`config.mk`:
```
export PLATFORM = sky130hd
export DESIGN_NAME = count_monitor_3b
export DESIGN_NICKNAME = d
export VERILOG_FILES = /design/src/rtl/count_monitor_3b.sv
export SDC_FILE = /design/constraint.sdc
export NUM_CORES = 1
export LEC_CHECK = 0
export CAP_MARGIN = 40
export CORE_MARGIN = 2
export CORE_UTILIZATION = 55
export DETAILED_ROUTE_END_ITERATION = 10
export DONT_BUFFER_PORTS = 1
export GPL_TIMING_DRIVEN = 1
export PLACE_DENSITY = 0.81
export SETUP_SLACK_MARGIN = 0.5
export SLEW_MARGIN = 20
export SYNTH_ARGS = -nofsm -noshare
export SYNTH_HDL_FRONTEND = slang
export SYNTH_SLANG_ARGS = --single-unit
```
`constraint.sdc`:
```
create_clock -name clk -period 2.8 [get_ports clk]
set_input_delay 0.56 -clock clk [delete_from_list [all_inputs] [get_ports clk]]
set_output_delay 0.56 -clock clk [all_outputs]
set_load 0.1 [all_outputs]
```
`src/rtl/count_monitor_3b.sv`:
```
// Watches a free-running 3-bit counter: acquires lock on consecutive increments,
// counts 7->0 wraps, flags stalls, and latches an error on any illegal step.
module count_monitor_3b #(
    parameter int WRAP_W    = 8,
    parameter int STALL_LIM = 4
) (
    input  logic              clk,
    input  logic              rst,
    input  logic [2:0]        q,
    input  logic              clr_err,
    output logic              locked,
    output logic              wrap,
    output logic [WRAP_W-1:0] wraps,
    output logic              stall,
    output logic              err
);

    typedef enum logic [1:0] {ACQ, VERIFY, LOCKED, FAULT} state_t;

    localparam logic [3:0]        HOLD_MAX  = 4'(STALL_LIM);
    localparam logic [3:0]        STALL_AT  = 4'(STALL_LIM - 1);
    localparam logic [WRAP_W-1:0] WRAPS_MAX = {WRAP_W{1'b1}};

    state_t            state_reg, state_next;
    logic [2:0]        prev_reg, prev_next;
    logic [3:0]        hold_reg, hold_next;
    logic              locked_reg, locked_next;
    logic              wrap_reg, wrap_next;
    logic [WRAP_W-1:0] wraps_reg, wraps_next;
    logic              stall_reg, stall_next;
    logic              err_reg, err_next;

    logic [2:0] nxt;
    logic [3:0] hold_inc;

    assign nxt      = prev_reg + 3'd1;
    assign hold_inc = (hold_reg < HOLD_MAX) ? hold_reg + 4'd1 : hold_reg;

    always_comb begin
        state_next = state_reg;
        prev_next  = prev_reg;
        hold_next  = hold_reg;
        wrap_next  = 1'b0;
        wraps_next = wraps_reg;
        stall_next = stall_reg;
        err_next   = err_reg;

        case (state_reg)
            ACQ: begin
                prev_next  = q;
                hold_next  = 4'd0;
                stall_next = 1'b0;
                state_next = VERIFY;
            end
            VERIFY: begin
                prev_next  = q;
                hold_next  = 4'd0;
                stall_next = 1'b0;
                if (q == nxt)
                    state_next = LOCKED;
            end
            LOCKED: begin
                prev_next = q;
                if (q == nxt) begin
                    hold_next  = 4'd0;
                    stall_next = 1'b0;
                    if (prev_reg == 3'd7) begin
                        wrap_next = 1'b1;
                        if (wraps_reg != WRAPS_MAX)
                            wraps_next = wraps_reg + 1'b1;
                    end
                end else if (q == prev_reg) begin
                    // hold_inc counts repeats after the first equal sample
                    hold_next = hold_inc;
                    if (hold_inc >= STALL_AT)
                        stall_next = 1'b1;
                end else begin
                    hold_next  = 4'd0;
                    stall_next = 1'b0;
                    err_next   = 1'b1;
                    state_next = FAULT;
                end
            end
            FAULT: begin
                stall_next = 1'b0;
                err_next   = 1'b1;
                if (clr_err) begin
                    err_next   = 1'b0;
                    state_next = ACQ;
                end
            end
            default: state_next = ACQ;
        endcase

        locked_next = (state_next == LOCKED);
    end

    always_ff @(posedge clk) begin
        if (rst) begin
            state_reg  <= ACQ;
            prev_reg   <= 3'd0;
            hold_reg   <= 4'd0;
            locked_reg <= 1'b0;
            wrap_reg   <= 1'b0;
            wraps_reg  <= '0;
            stall_reg  <= 1'b0;
            err_reg    <= 1'b0;
        end else begin
            state_reg  <= state_next;
            prev_reg   <= prev_next;
            hold_reg   <= hold_next;
            locked_reg <= locked_next;
            wrap_reg   <= wrap_next;
            wraps_reg  <= wraps_next;
            stall_reg  <= stall_next;
            err_reg    <= err_next;
        end
    end

    assign locked = locked_reg;
    assign wrap   = wrap_reg;
    assign wraps  = wraps_reg;
    assign stall  = stall_reg;
    assign err    = err_reg;

endmodule

```
==> metrics.txt <==
Area after DPL roughly 1100 sq um; delay-heaviest family, CP simple AND/OR/NAND/NOR gates; Clock Sinks 21; CP required 3.02 ns; Ys Warns 0; final hold viol count 0; Most Frequent Cell on Critical Path ha_1; post-layout min period 2.14 ns; CP Capture Type flop; Clock Path Buffers 2; final wirelength about 2200 um; Via density 6.03; Mapped Area 1020 sq um; initial antenna violation count 0; Starting Density 59.0%; Clock Root Buffer clkbuf_4; Lkg Pwr between 0.0004 and 0.0005 uW; first-pass GRT wire length 3350 um; design area 1190 sq um; area grow syn2layout 16.7%; CP bufs+invs 0; die area 2210 sq um; clock slew at reported path FFs 0.12 ns; Worst setup SP type flop; TritonRoute pass-1 iters 4; CTS tree built; clk_lat worst skew 0.32 ns; total grt overflow 0; vias in the first global route roughly 800; die span in y 47.0 um; CTS H-Tree Depth 1; worst min path class input port to flop; RSZ-0062 raised after global routing false; Rows 15; Largest register FFs 8; initial drt markers 30; vias 911; run status completed; final hold slack 0.291 ns; Final Power 529 uW; I/O pins 18; Crit Path Max Fanout 16; Clock Skew about 0.0055 ns; Final TNS setup 0 ns; top-area cell type share of the netlist area 41.3%; Post-CTS Repair Setup Buffers 0; post-synthesis sequential area ratio between 40% and 50%; layout cells sized above 1 15.1%; Mapped Nets roughly 130; Max Cap Viol 0; fin nets 137; post-synthesis average cell area 8.78 sq um; I/O Buffers 0; Tot GR Track Use between 20% and 30%; Critical Path AT approximately 2.4 ns; # DRC 0; PD cells between 400 and 500 nW/um^2; Die Wd 47.0 um; Num CTS Buffers 3; post-route clock period utilization 76.4%; post-detail-place hpwl 1530 um; Cell variety after synth 36; Gate Count Post-Synth 116; classification of the worst setup path flop to flop; achievable frequency 467 MHz; critical-path cell list ha_1, ha_1, xnor2_2, nand4_4, nor4_1, mux2_2; DR WL/cell between 10 and 15 um; core area approximately 1700 sq um; Antenna diodes 0; post-synthesis register bit count 21; Final ANT Viol Nets 0; Max Slew Vio Count 0; Slew HR around 48%; Largest stage delay, worst path ~0.37 ns; slew of the pin with the lowest slew margin around 0.78 ns; setup violators final 0; Slowest cell on crit path dfxtp_1; Final Wtd Congestion 0.785; dominant cell type by area after synthesis dfxtp_1; maximum vdd drop 0.000342 V; largest net degree at the start of global routing 23; synth top area cells dfxtp_1 (41%), a21oi_1 (6.9%), ha_1 (4.9%)
## placed cells by master, fill, tap and decap left out, types with 2 or more instances in the layout
master,Yosys,final
nor2_1,7,7
inv_1,2,2
buf_4,0,8
nand2_1,9,9
ha_1,4,4
a21oi_1,14,14
o31ai_1,3,3
nor2b_1,4,4
o21ai_0,5,5
dfxtp_1,21,21
clkbuf_4,0,3
or4_1,4,4
or3_1,2,2
o41ai_1,4,4
nor3_1,2,2
buf_8,0,4
nand4_1,2,2
nand3_1,7,7
xor2_1,2,2
## stage by stage
step	setup slack (ns)	instances	util, %
3_3_place_gp	0.637	143	62.9
3_5_place_dp	0.545	147	66.4
5_1_grt	0.544	151	68.8
6_report	0.660	151	68.8
4_1_cts	0.536	151	67.9
2_1_floorplan	0.554	116	-
## power breakdown
part	leakage [uW]	switching (uW)	total (uW)	internal, uW
sequential	0.000170	11.9	317	305
clock	0.0000150	95.9	152	55.9
combinational	0.000262	36.1	60.1	24.0
total	0.000447	144	529	385
## worst reg2reg max path, delay by kind of cell, from the launching register on
| family | cells | cell delay (ns) |
|---|---|---|
| XOR/XNOR | 1 | 0.19 |
| adder cells (fa/ha/maj) | 2 | 0.51 |
| flip-flops | 1 | 0.37 |
| multiplexers | 1 | 0.37 |
| AND/OR/NAND/NOR | 2 | 0.59 |
## final timing paths
path | start | endpoint | slack [ns] | cells past startpoint
setup / recovery | prev_reg[0] | wraps[5] | 0.66 | 6
hold / removal | rst | state_reg[0] | 0.29 | 1
setup reg to reg | prev_reg[0] | wraps[5] | 0.66 | 6
hold reg to reg | hold_reg[1] | hold_reg[1] | 0.46 | 2
## synth_stat cells, drive strengths merged
| master | instances |
|---|---|
| nand4b | 1 |
| buf | 2 |
| nor2b | 4 |
| xnor2 | 2 |
| clkbuf | 4 |
| nor4b | 1 |
| a31oi | 1 |
| or3 | 2 |
| nor4 | 1 |
| o211a | 1 |
| xor2 | 3 |
| a21oi | 14 |
| and3 | 1 |
| o32a | 1 |
| nand2 | 9 |
| nand4 | 3 |
| nor2 | 7 |
| nor3 | 2 |
| nand3 | 7 |
| nor4bb | 1 |
| mux2 | 1 |
| and2 | 1 |
| inv | 2 |
| o21ai | 5 |
| ha | 4 |
| and3b | 1 |
| dfxtp | 21 |
| o31ai | 3 |
| a21o | 1 |
| or4 | 4 |
| nand3b | 1 |
| o41ai | 4 |
| a211oi | 1 |
## layout make-up
class / instances / area [sq um]
fill: 151 / 538
clock buffer: 4 / 26.3
inverter: 2 / 7.51
sequential: 21 / 420
tap: 25 / 31.3
multi-input combinational: 87 / 583
timing repair buffer: 12 / 120
## kinds of logic (layout without fill, tap and decap cells)
| kind of cell | after synthesis | in the layout | share of synthesized area (%) |
|---|---|---|---|
| simple gates | 46 | 46 | 25.6 |
| xor+xnor | 5 | 5 | 5.04 |
| fa+ha+maj | 4 | 4 | 4.91 |
| buf+inv | 8 | 18 | 3.07 |
| mux | 1 | 1 | 1.11 |
| flops | 21 | 21 | 41.3 |
| compound gates | 31 | 31 | 19.0 |
## per-layer routing
layer	track usage (%)	routed length [um]	share of wire (%)	vias up
met4	11.7	55	2.5	0
met1	26.0	984	44	439
met5	0	0	0	-
met2	35.1	1110	50	14
met3	5.38	73	3.3	7
li1	-	-	-	451
## timing repair
item | 4_1_cts | 5_1_grt
hold buffers | 0 | 0
setup endpoints to repair | 0 | 5
resized for setup | 0 | 2
No activity file was read; power rests on OpenSTA's default activity.
==> variant 1 (same settings) <==
Put one more register stage on the output `err`, cleared by the reset. The value now appears one clock later. The other outputs are not delayed to match.
--- a/src/rtl/count_monitor_3b.sv
+++ b/src/rtl/count_monitor_3b.sv
@@ -121,7 +121,13 @@
     assign wrap   = wrap_reg;
     assign wraps  = wraps_reg;
     assign stall  = stall_reg;
-    assign err    = err_reg;
+    always_ff @(posedge clk) begin
+        if (rst) begin
+            err <= '0;
+        end else begin
+            err <= err_reg;
+        end
+    end
 
 endmodule
 
Formal check against the unedited RTL: not equivalent (Yosys sat finds a counterexample within 4 cycles, from zero or initial values and one cycle with rst high).
==> variant 1 against the original RTL <==
- combinational power rose by 5.8%
- sequential share of layout area increased by 0.054 points
- synthesized area up 2.6%
- final cell count up 4.6%
- clock skew hardly changed
- synthesized cell count up 4.3%
- power shrank 0.17%
- sequential cell count is 1 higher
- cell area up 5.8%
- setup slack got worse by 0.11 ns
- routed wire length shrank 0.59%
- critical path type unchanged
- highest routed layer unchanged
- first-iteration DRC count rose by 40%
- critical path depth unchanged
==> variant 1: results (changes against the original RTL) <==
* Fraction of area in multi-input gates: 47.46% (was 49.05%)
* Share of the synthesized netlist area taken by xor and xnor gates: 5.030% (was 5.037%)
- The final non-filler cell area came to 1257 µm² (was 1189 µm²).
- Outcome: complete, no violations (unchanged).
- The maximum ir drop on the vdd rail was 0.3207 mV (was 0.3419 mV).
- Total placed instance area: 1175 µm² (was 1146 µm²)
* Post-synthesis cell type count: 35 (was 36)
* Top cell types by occurrence after synthesis: 22 x sky130_fd_sc_hd__dfxtp_1, 13 x sky130_fd_sc_hd__a21oi_1, 9 x sky130_fd_sc_hd__nand2_1 (was 21 x sky130_fd_sc_hd__dfxtp_1, 14 x sky130_fd_sc_hd__a21oi_1, 9 x sky130_fd_sc_hd__nand2_1)
* Max Fanout on Critical Path: 7 (was 16)
- Register fraction of the total cell area: 35.42% (was 35.37%)
- Net count of the mapped netlist: 131 (was 126)
* Number of nets at the end of the flow: 145 (was 137)
- The global-route usage over all layers is 21.33% (was 21.53%).
- The floorplan die area is 2264 µm² (was 2212 µm²).
- Worst clock skew: 0.005841 ns (was 0.005491 ns)
- The measured slew at the worst slew-check pin was 0.7741 ns (was 0.7750 ns).
- Cell area power density: 420.0 nW/µm² (was 445.1 nW/µm²)
- The worst slack at placement is 0.2555 ns (was 0.5454 ns).
- The estimated wirelength of the detail-placed design came to 1509 µm (was 1531 µm).
* Crit-path max cell delay: 0.54 ns (was 0.37 ns)
* Pin count of the biggest net entering global routing: 20 (was 23)
- The switching power of the nets was 133.1 µW (was 143.9 µW).
- The mean cell area of the mapped netlist was 8.634 µm² (was 8.780 µm²).
* Power share of the clock group: 25.8% (was 28.7%)
- The critical-path cell with the highest stage delay is sky130_fd_sc_hd__or4b_4 (was sky130_fd_sc_hd__dfxtp_1).
- The number of flip-flops and latches came to 22 (was 21).
- The compound-gate portion of the synthesized area is 18.32% (was 19.04%).
- Proportion of power drawn by combinational gates: 12.0% (was 11.4%)
- The number of fillers in the final layout was 149 (was 151).
- The via count of the first global-routing pass came to 835 (was 797).
- Sequential area share after synthesis: 42.16% (was 41.28%)
* Fraction of final layout cells sized beyond drive strength 1: 21.05% (was 15.08%)
* Post-synthesis share of cell area spent on full adders, half adders and majority gates: 4.790% (was 4.914%)
* Buffers outside the clock class: 16 (was 12)
- The insertion delay of the later-clocked pin in the worst-skew pair came to 0.29 ns (was 0.32 ns).
- The wire length after detailed routing came to 2209 µm (was 2222 µm).
- Multiplexer area fraction after synthesis: 1.078% (was 1.106%)
## variant 1: worst paths after layout
| path | start | endpoint | slack (ns) | cells after the start |
|---|---|---|---|---|
| worst max-delay path | prev_reg[0]$_SDFFE_PP0P_ | wraps[4]$_SDFFE_PP0P_ | 0.55 | 6 |
| worst max register to register | prev_reg[0]$_SDFFE_PP0P_ | wraps[4]$_SDFFE_PP0P_ | 0.55 | 6 |
| worst min register to register | hold_reg[1]$_SDFFE_PP0P_ | hold_reg[1]$_SDFFE_PP0P_ | 0.48 | 2 |
| worst min-delay path | rst | prev_reg[1]$_SDFFE_PP0P_ | 0.31 | 1 |
## variant 1: what timing repair did
action	4_1_cts	5_1_grt
pin swaps	4	1
setup endpoints to repair	6	5
gates resized for setup	7	2
buffers inserted	3	0
endpoints found under the hold margin	0	0
## variant 1: per-layer routing
layer  vias up  global-route usage (%)  wire length [µm]
li1        473                       -                 -
met1       458                   26.73               964
met2        31                   35.68              1097
met3         4                   4.906               120
met4         0                   8.108                27
met5         -                       0                 0
==> variant 2 (same flow settings) <==
Made on the original files. The parameter `WRAP_W` goes from 8 to 10.
--- a/src/rtl/count_monitor_3b.sv
+++ b/src/rtl/count_monitor_3b.sv
@@ -1,7 +1,7 @@
 // Watches a free-running 3-bit counter: acquires lock on consecutive increments,
 // counts 7->0 wraps, flags stalls, and latches an error on any illegal step.
 module count_monitor_3b #(
-    parameter int WRAP_W    = 8,
+    parameter int WRAP_W    = 10,
     parameter int STALL_LIM = 4
 ) (
     input  logic              clk,
Interface: changed (resized wraps); port bits go from 18 to 20. No check against the original RTL was run, so the function may have changed too.
==> variant 2 against the original RTL <==
- fmax rose by 0.75%
- synthesized area is 13% higher
- count of clock-buffer cells in the layout unchanged
- setup slack better by 0.016 ns
- first-iteration DRC count fell by 77%
- power up 1.7%
- worst hold slack gained 0.016 ns
- cell area rose by 12%
- routed wire length increased by 6.3%
- sequential cell count grew 2
- non-clock buffer count grew 5
- critical endpoint is now wraps[8]$_SDFFE_PP0P_
==> variant 2: results (changes against the original RTL) <==
- Static power due to leakage: 0.0005290 µW (was 0.0004471 µW)
* Flop-to-flop setup slack: 0.68 ns (was 0.66 ns)
* Sequential area share after synthesis: 40.13% (was 41.28%)
* Worst clock skew: 0.0006909 ns (was 0.005491 ns)
* Sum of routed wire length over all layers: 2362 µm (was 2222 µm)
- The switching power share of the total came to 24.20% (was 27.20%).
* Post-synthesis cell type count: 38 (was 36)
* HPWL after detailed placement: 1715 µm (was 1531 µm)
- The routed wire length on met2 came to 1176 µm (was 1108 µm).
- The synthesized netlist cell count is 130 (was 116).
- Largest cells by area after synthesis: sky130_fd_sc_hd__dfxtp_1 40%, sky130_fd_sc_hd__a21oi_1 6.5%, sky130_fd_sc_hd__nand2_1 4.6% (was sky130_fd_sc_hd__dfxtp_1 41%, sky130_fd_sc_hd__a21oi_1 6.9%, sky130_fd_sc_hd__ha_1 4.9%)
- The synthesized netlist net count was 140 (was 126).
* Maximum vdd drop: 0.2791 mV (was 0.3419 mV)
- Number of flip-flops in the largest register: 10 (was 8)
- Multiplexer area fraction after synthesis: 1.963% (was 1.106%)
- The wire length of the first global-routing pass was 3815 µm (was 3346 µm).
* Number of H-tree branching levels: 1 (unchanged)
* Number of DRC markers in iteration 0: 7 (was 30)
- Outcome: complete, no violations (unchanged)
- The global-route usage over all layers is 19.65% (was 21.53%).
* Clock insertion delay at the later pin of the skew report: 0.30 ns (was 0.32 ns)
* Worst slack at placement: 0.5592 ns (was 0.5454 ns)
- Via count of the first global-routing pass: 899 (was 797)
- Max Fanout on Critical Path: 14 (was 16)
- The number of optimization iterations in the first detailed-route pass is 4 (unchanged).
- Num CTS Buffers: 3 (unchanged)
- The met3 layer wire length in the routed design is 105 µm (was 73 µm).
- The measured slew at the worst slew-check pin was 0.6138 ns (was 0.7750 ns).
* Layout filler cell count: 178 (was 151)
- The routed length per instance is 13.73 µm (was 14.72 µm).
- Crit-path max cell delay: 0.54 ns (was 0.37 ns)
* Post-synthesis compound-gate area fraction: 17.01% (was 19.04%)
- The final cycle utilization of the critical path is 75.87% (was 76.44%).
- Number of nets at the end of the flow: 156 (was 137)
* Metal-1 WL: 1067 µm (was 984 µm)
- The critical-path cell with the highest stage delay is sky130_fd_sc_hd__or4_1 (was sky130_fd_sc_hd__dfxtp_1).
* Post-synthesis share of cell area spent on full adders, half adders and majority gates: 4.362% (was 4.914%)
- The fraction of final layout cells with drive strength greater than 1 was 17.24% (was 15.08%).
- Routability cong.: 0.7460 (was 0.7849)
- The total placed cells including tap cells came to 166 (was 147).
-- variant 2: final timing paths --
check,from,to,cells past startpoint
worst max-delay path,prev_reg[0]$_SDFFE_PP0P_,wraps[8]$_SDFFE_PP0P_,6
worst min-delay path,rst,state_reg[1]$_SDFF_PP0_,1
worst max register to register,prev_reg[0]$_SDFFE_PP0P_,wraps[8]$_SDFFE_PP0P_,6
worst min register to register,prev_reg[1]$_SDFFE_PP0P_,prev_reg[1]$_SDFFE_PP0P_,2
-- variant 2: what timing repair did --
| item | 4_1_cts | 5_1_grt |
|---|---|---|
| endpoints found under the setup margin | 0 | 7 |
| resized for setup | 0 | 1 |
| endpoints found under the hold margin | 0 | 0 |
| buffers inserted | 0 | 2 |
-- variant 2: kinds of logic after synthesis --
kind of cell               after synthesis
buffers and inverters                    9
adders and majority gates                4
muxes                                    2
xor gates and xnor gates                 5
AOI/OAI and AO/OA                       32
DFF                                     23
and+or+nand+nor                         55
-- variant 2: routing by layer --
layer  track usage [%]  up-vias
li1                  -      507
met1             24.62      473
met2             32.67       17
met3             3.939        2
met4             8.333        0
met5                 0        -
-- variant 2: per-stage QoR --
step | hold WS (ns) | area [µm²]
floorplan | 0.4582 | 1147
global placement | 0.4640 | 1225
detailed placement | 0.4771 | 1285
CTS | 0.2937 | 1311
global route | 0.2916 | 1335
finish | 0.3075 | 1335
-- variant 2: power groups by stage --
stage	Clock (µW)	Combinational, µW	Sequential (µW)
floorplan	0	30.2	356
global placement	0	30.8	357
detailed placement	0	45.7	348
CTS	155	46.0	341
global route	162	53.1	342
finish	148	48.5	341
-- variant 2: layout make-up --
type | count | area (µm²) | area share, %
sequential | 23 | 460.4 | 34.49
inverter | 3 | 11.26 | 0.8435
multi-input combinational | 98 | 645.6 | 48.36
tap | 27 | 33.78 | 2.530
clock buffer | 4 | 26.28 | 1.968
timing repair buffer | 17 | 157.7 | 11.81
